===== config.mk =====
export PLATFORM = sky130hd
export DESIGN_NAME = mult32_tile_sequencer
export DESIGN_NICKNAME = d
export VERILOG_FILES = /design/src/rtl/mult_pkg.sv /design/src/rtl/mult32_tile_sequencer_wallace8.sv /design/src/rtl/mult32_tile_sequencer.sv
export SDC_FILE = /design/constraint.sdc
export NUM_CORES = 1
export LEC_CHECK = 0
export CAP_MARGIN = 15
export CORE_MARGIN = 2
export CORE_UTILIZATION = 53
export DETAILED_ROUTE_END_ITERATION = 10
export PLACE_DENSITY = 0.8
export SETUP_SLACK_MARGIN = 0.5
export SYNTH_ARGS = -nofsm -noshare
export SYNTH_HDL_FRONTEND = slang
export SYNTH_SLANG_ARGS = --single-unit
export TNS_END_PERCENT = 5

===== constraint.sdc =====
create_clock -name clk -period 10.22 [get_ports clk]
set_input_delay 3.066 -clock clk [delete_from_list [all_inputs] [get_ports clk]]
set_output_delay 3.066 -clock clk [all_outputs]
set_load 0.005 [all_outputs]

===== src/rtl/mult_pkg.sv =====
`default_nettype none
// ============================================================================
// Module      : mult_pkg
// Description : Shared types and constants for the iterative 32x32 multiplier
//               sequencer built around a single 8x8 wallace8 tile.
// Revision    : 1.0  initial release
// ============================================================================
package mult_pkg;

    // Sequencer states; code 2'd3 is unused and recovers to IDLE.
    typedef enum logic [1:0] {
        IDLE = 2'd0,
        RUN  = 2'd1,
        DONE = 2'd2
    } state_t;

    // Tile geometry: one 8x8 tile, four byte lanes per operand.
    localparam int TILE_W = 8;
    localparam int NTILE  = 4;

    // Count value of the final byte-pair cycle (NTILE*NTILE - 1).
    localparam logic [3:0] LAST_CNT = 4'd15;

endpackage : mult_pkg
`default_nettype wire


===== src/rtl/mult32_tile_sequencer_wallace8.sv =====
`default_nettype none
// ============================================================================
// Module      : wallace8
// Description : Combinational 8x8 unsigned multiplier. Partial products are
//               folded through a chain of 3:2 carry-save compressors and
//               resolved with one final carry-propagate add.
// Revision    : 1.0  initial release
// ============================================================================
module wallace8 (
    input  logic [7:0]  a,
    input  logic [7:0]  b,
    output logic [15:0] p
);

    logic [15:0] w_pp [8];

    // One shifted AND row per multiplier bit.
    genvar g;
    generate
        for (g = 0; g < 8; g++) begin : g_pp
            assign w_pp[g] = {8'b0, a & {8{b[g]}}} << g;
        end
    endgenerate

    // Carry-save reduction of the rows, then a single final add. Carries
    // shifted out of bit 15 are always zero because 255*255 fits in 16 bits.
    always_comb begin
        logic [15:0] w_s;
        logic [15:0] w_c;
        logic [15:0] w_t;
        w_s = '0;
        w_c = '0;
        for (int k = 0; k < 8; k++) begin
            w_t = w_s;
            w_s = w_t ^ w_c ^ w_pp[k];
            w_c = ((w_t & w_c) | (w_t & w_pp[k]) | (w_c & w_pp[k])) << 1;
        end
        p = w_s + w_c;
    end

endmodule : wallace8
`default_nettype wire


===== src/rtl/mult32_tile_sequencer.sv =====
`default_nettype none
// ============================================================================
// Module      : mult32_tile_sequencer
// Description : Iterative 32x32 -> 64 unsigned multiplier. A single 8x8 tile
//               is time-shared over all 16 byte pairs; each RUN cycle selects
//               one A-byte/B-byte pair, shifts the tile result into place and
//               adds it into a 64-bit accumulator. Valid/ready on both sides.
// Revision    : 1.0  initial release
// ============================================================================
module mult32_tile_sequencer #(
    parameter int WIDTH  = 32,
    parameter int TILE_W = 8,
    parameter int NTILE  = 4
) (
    input  logic               clk,
    input  logic               rst_n,
    input  logic               in_valid,
    output logic               in_ready,
    input  logic [WIDTH-1:0]   a,
    input  logic [WIDTH-1:0]   b,
    output logic               out_valid,
    input  logic               out_ready,
    output logic [2*WIDTH-1:0] product,
    output logic               busy
);

    import mult_pkg::*;

    // WIDTH must equal NTILE*TILE_W; LAST_CNT assumes NTILE == 4.
    localparam int IDX_W  = $clog2(NTILE);
    localparam int CNT_W  = 2 * IDX_W;
    localparam int PROD_W = 2 * WIDTH;
    localparam int SH_W   = $clog2(PROD_W);
    localparam int TSH    = $clog2(TILE_W);

    state_t              r_state;
    state_t              w_state_nxt;
    logic [CNT_W-1:0]    r_cnt;
    logic [WIDTH-1:0]    r_a_q;
    logic [WIDTH-1:0]    r_b_q;
    logic [PROD_W-1:0]   r_acc;
    logic [PROD_W-1:0]   r_product;

    logic                w_accept;
    logic                w_last;
    logic [IDX_W-1:0]    w_i;
    logic [IDX_W-1:0]    w_j;
    logic [TILE_W-1:0]   w_tile_a;
    logic [TILE_W-1:0]   w_tile_b;
    logic [2*TILE_W-1:0] w_tile_p;
    logic [SH_W-1:0]     w_shamt;
    logic [PROD_W-1:0]   w_partial;
    logic [PROD_W-1:0]   w_acc_sum;

    // Counter low half walks the A bytes, high half walks the B bytes.
    assign w_i      = r_cnt[IDX_W-1:0];
    assign w_j      = r_cnt[CNT_W-1:IDX_W];
    assign w_last   = (r_cnt == CNT_W'(LAST_CNT));
    assign w_tile_a = r_a_q[TILE_W*int'(w_i) +: TILE_W];
    assign w_tile_b = r_b_q[TILE_W*int'(w_j) +: TILE_W];

    wallace8 u_tile (
        .a (w_tile_a),
        .b (w_tile_b),
        .p (w_tile_p)
    );

    // Byte-pair weight is TILE_W*(i+j) bits, 0..48 for the default geometry.
    assign w_shamt   = (SH_W'(w_i) + SH_W'(w_j)) << TSH;
    assign w_partial = PROD_W'(w_tile_p) << w_shamt;
    assign w_acc_sum = r_acc + w_partial;

    assign w_accept  = in_valid & in_ready;
    assign product   = r_product;

    // State register.
    always_ff @(posedge clk or negedge rst_n) begin
        if (!rst_n) begin
            r_state <= IDLE;
        end else begin
            r_state <= w_state_nxt;
        end
    end

    // Next-state decode and handshake/status outputs decoded from state.
    always_comb begin
        w_state_nxt = r_state;
        in_ready    = 1'b0;
        out_valid   = 1'b0;
        busy        = 1'b0;
        case (r_state)
            IDLE: begin
                in_ready = 1'b1;
                if (in_valid) begin
                    w_state_nxt = RUN;
                end
            end
            RUN: begin
                busy = 1'b1;
                if (w_last) begin
                    w_state_nxt = DONE;
                end
            end
            DONE: begin
                out_valid = 1'b1;
                // Result slot frees up in the cycle the consumer takes it,
                // so a new operand pair can be accepted at the same edge.
                in_ready  = out_ready;
                if (out_ready) begin
                    w_state_nxt = in_valid ? RUN : IDLE;
                end
            end
            default: begin
                w_state_nxt = IDLE;
            end
        endcase
    end

    // Operand capture, byte-pair accumulation and product register.
    always_ff @(posedge clk or negedge rst_n) begin
        if (!rst_n) begin
            r_a_q     <= '0;
            r_b_q     <= '0;
            r_acc     <= '0;
            r_cnt     <= '0;
            r_product <= '0;
        end else if (w_accept) begin
            r_a_q <= a;
            r_b_q <= b;
            r_acc <= '0;
            r_cnt <= '0;
        end else if (r_state == RUN) begin
            r_acc <= w_acc_sum;
            r_cnt <= r_cnt + 1'b1;
            if (w_last) begin
                r_product <= w_acc_sum;
            end
        end
    end

endmodule : mult32_tile_sequencer
`default_nettype wire


==> results.txt <==
I/O Buffers - 134
r2r setup slk - 0.83 ns
Hold Crit Class - reg2reg
Die Span Y - 165 um
first-pass GRT wire length - 60800 um
Critical-path top delay cell - mux4_2
most used cell, CP - fa_1
drt wl/cell - 20.5 um
largest net degree at the start of global routing - 77
max incr delay on CP - 0.62 ns
via count of the first global-routing pass - 11500
Post-Route WL - 38000 um
max_slew headroom - 33.5%
H-tree levels - 4
CTS buffer count - 17
Reg clk slew, reported paths - 0.09 ns
Final min period - 9.39 ns
via count - 11400
Via-to-Cell Ratio - 6.16
core footprint - 25300 um^2
num rows - 58
worst skew pair latency - 0.45 ns
register area share after synthesis - 36.2%
reg2reg end - product[60]
hold endpoint - product[23]
Crit Path Class - reg2reg
Distinct cells, synth - 73
max cap viols - 0
hold depth - 2
Worst setup SP type - flop
CTS sink count - 198
TritonRoute pass-1 iters - 5
CTS Root Cell - clkbuf_16
status - finished clean
Mapped Avg Cell Area - 9.62 um^2
number of flops mapped to enable cells by yosys - 0
Worst R2R Start - r_cnt[0]
final setup TNS - 0 ns
RSZ-0062 raised after global routing - true
HP Start - product[23]
Setup violations, final - 0
CP Buf/Inv Count - 2
die area - 27100 um^2
GP Congestion - 0.931
post-synth net total - 1616
nets - 1700
Tot GR Track Use - 28.9%
initial antenna violation count - 0
WP data arrival - 9.73 ns
Worst EP required - 10.56 ns
Synth Flop Type - dfrtp_1
Async S/R FF share, synth - 100%
Worst Reg-to-Reg Cells - 32
period utilization - 91.8%
fmax - 0.107 GHz
post-route ant nets - 0
die extent in x - 165 um
GRT overflow - 0
Max Root-Sink Buffers - 2
layout cells sized above 1 - 12.4%
number of cells produced by synthesis - 1424
Setup crit end kind - flop
max-slew violation count - 0
CTS Hold Buffers Added - 0
Starting Density - 54.2%
mapped cell area - 13700 um^2
Top Ports - 135
hpwl dp - 27700 um
initial DRC count - 1102
Final Skew - 0.0165 ns
#FFs+latches synth - 198
worst slew pin tran - 0.983 ns
YS warnings - 0
CTS tree - yes
synth-to-layout area growth - 16.6%
CP Max Fanout - 7
Fin. Hold Viols - 0
diodes inserted - 0
Top Family by Delay on Critical Path - adder cells
DRC - 0
-- worst max path at each step --
stage,startpoint,endpoint,depth (start not counted)
6_report,r_cnt[0],product[60],32
5_1_grt,r_cnt[0],r_acc[57],32
4_1_cts,r_cnt[0],r_acc[63],32
3_3_place_gp,r_cnt[0],product[51],33
3_5_place_dp,r_cnt[0],r_acc[63],32
2_1_floorplan,r_cnt[0],r_acc[57],34
-- state kept, by name (all words and copies together), names as in the netlist --
| register | cells |
|---|---|
| product | 64 |
| r_a_q | 32 |
| r_state | 2 |
| r_b_q | 32 |
| r_acc | 64 |
| r_cnt | 4 |
-- cell families after synthesis --
family | synth area share (%)
compound gates | 17.4
xor+xnor | 4.22
fa+ha+maj | 13.8
buf+inv | 3.77
flops | 36.2
mux | 9.83
simple gates | 14.8
-- layout by cell type, fill, tap and decap left out, drive strengths merged, types with 18 or more instances in the layout --
cell type | synthesis | layout
nand4 | 28 | 28
nor2 | 97 | 97
dfrtp | 198 | 198
xor2 | 31 | 31
o22ai | 24 | 24
ha | 79 | 79
and2 | 24 | 24
a21o | 40 | 40
o21ai | 62 | 62
nand2 | 231 | 231
fa | 45 | 45
a21oi | 78 | 78
clkbuf | 65 | 18
inv | 47 | 57
clkdlybuf4s50 | 0 | 133
xnor2 | 35 | 35
mux2 | 84 | 84
a22o | 37 | 37
-- repair_timing --
action                                  CTS  global route
endpoints found under the setup margin    0            41
resized for setup                         0            13
setup buffers                             0             5
-- layout make-up --
type / count / area (um^2)
fillers: 2056 / 9290
flip-flops and latches: 198 / 4960
clock buffers: 17 / 425
multi-input cells: 1093 / 8290
clock inverters: 15 / 219
inverters: 47 / 176
repair buffers: 151 / 1480
well taps: 330 / 413
-- per-stage QoR --
step	setup WS [ns]	std cells	cell area, um^2	hold slack [ns]	util [%]
after floorplan	1.06	1424	13700	0.456	-
after global placement	0.907	1814	15200	0.459	60.3
after detailed placement	0.612	1814	15200	0.464	60.3
after CTS	0.567	1846	15900	0.483	62.8
after global routing	0.434	1851	16000	0.502	63.2
final	0.835	1851	16000	0.477	63.2
-- metal layers --
layer	up-vias	GRT usage, %	routed length, um
met5	-	0	0
met4	0	11.0	1230
met3	92	4.90	2390
met2	460	45.6	17600
met1	5622	40.3	16800
li1	5226	-	-
-- synth_stat cells (4+ instances only) --
cell | instances | share of area, %
nor3_1 | 10 | 0.37
a21o_1 | 40 | 2.2
nand4_1 | 28 | 1.3
o22ai_1 | 24 | 1.1
ha_1 | 79 | 7.2
inv_1 | 47 | 1.3
xor2_1 | 31 | 2.0
o21bai_1 | 15 | 0.82
or2_2 | 4 | 0.18
a211oi_1 | 5 | 0.27
clkbuf_1 | 64 | 1.8
or3_1 | 8 | 0.37
o31ai_1 | 6 | 0.33
a31oi_1 | 9 | 0.41
and2_1 | 24 | 1.1
buf_1 | 8 | 0.22
nor2_1 | 97 | 2.7
mux2_2 | 84 | 6.9
a22o_1 | 37 | 2.4
fa_1 | 45 | 6.6
o211ai_1 | 4 | 0.22
o32ai_1 | 6 | 0.38
buf_2 | 13 | 0.48
a21oi_1 | 75 | 2.7
mux4_2 | 16 | 2.6
o21a_1 | 7 | 0.38
nand2b_1 | 11 | 0.50
nor2b_1 | 15 | 0.69
a21boi_0 | 4 | 0.22
mux2i_1 | 4 | 0.29
dfrtp_1 | 198 | 36
o21ai_0 | 60 | 2.2
o22a_1 | 4 | 0.26
nand2_1 | 231 | 6.3
nand3_1 | 14 | 0.51
xnor2_1 | 35 | 2.2
-- worst reg2reg max path: cells and delay by family (launching register included) --
kind / cells / cell delay, ns
compound gates: 9 / 1.86
xor+xnor: 2 / 0.45
fa+ha+maj: 10 / 4.32
buf+inv: 2 / 0.09
flops: 1 / 0.50
mux: 3 / 1.16
simple gates: 6 / 0.91
Power is not shown: default switching activity piles up to over one toggle a cycle in this logic, so the estimate is an artifact.
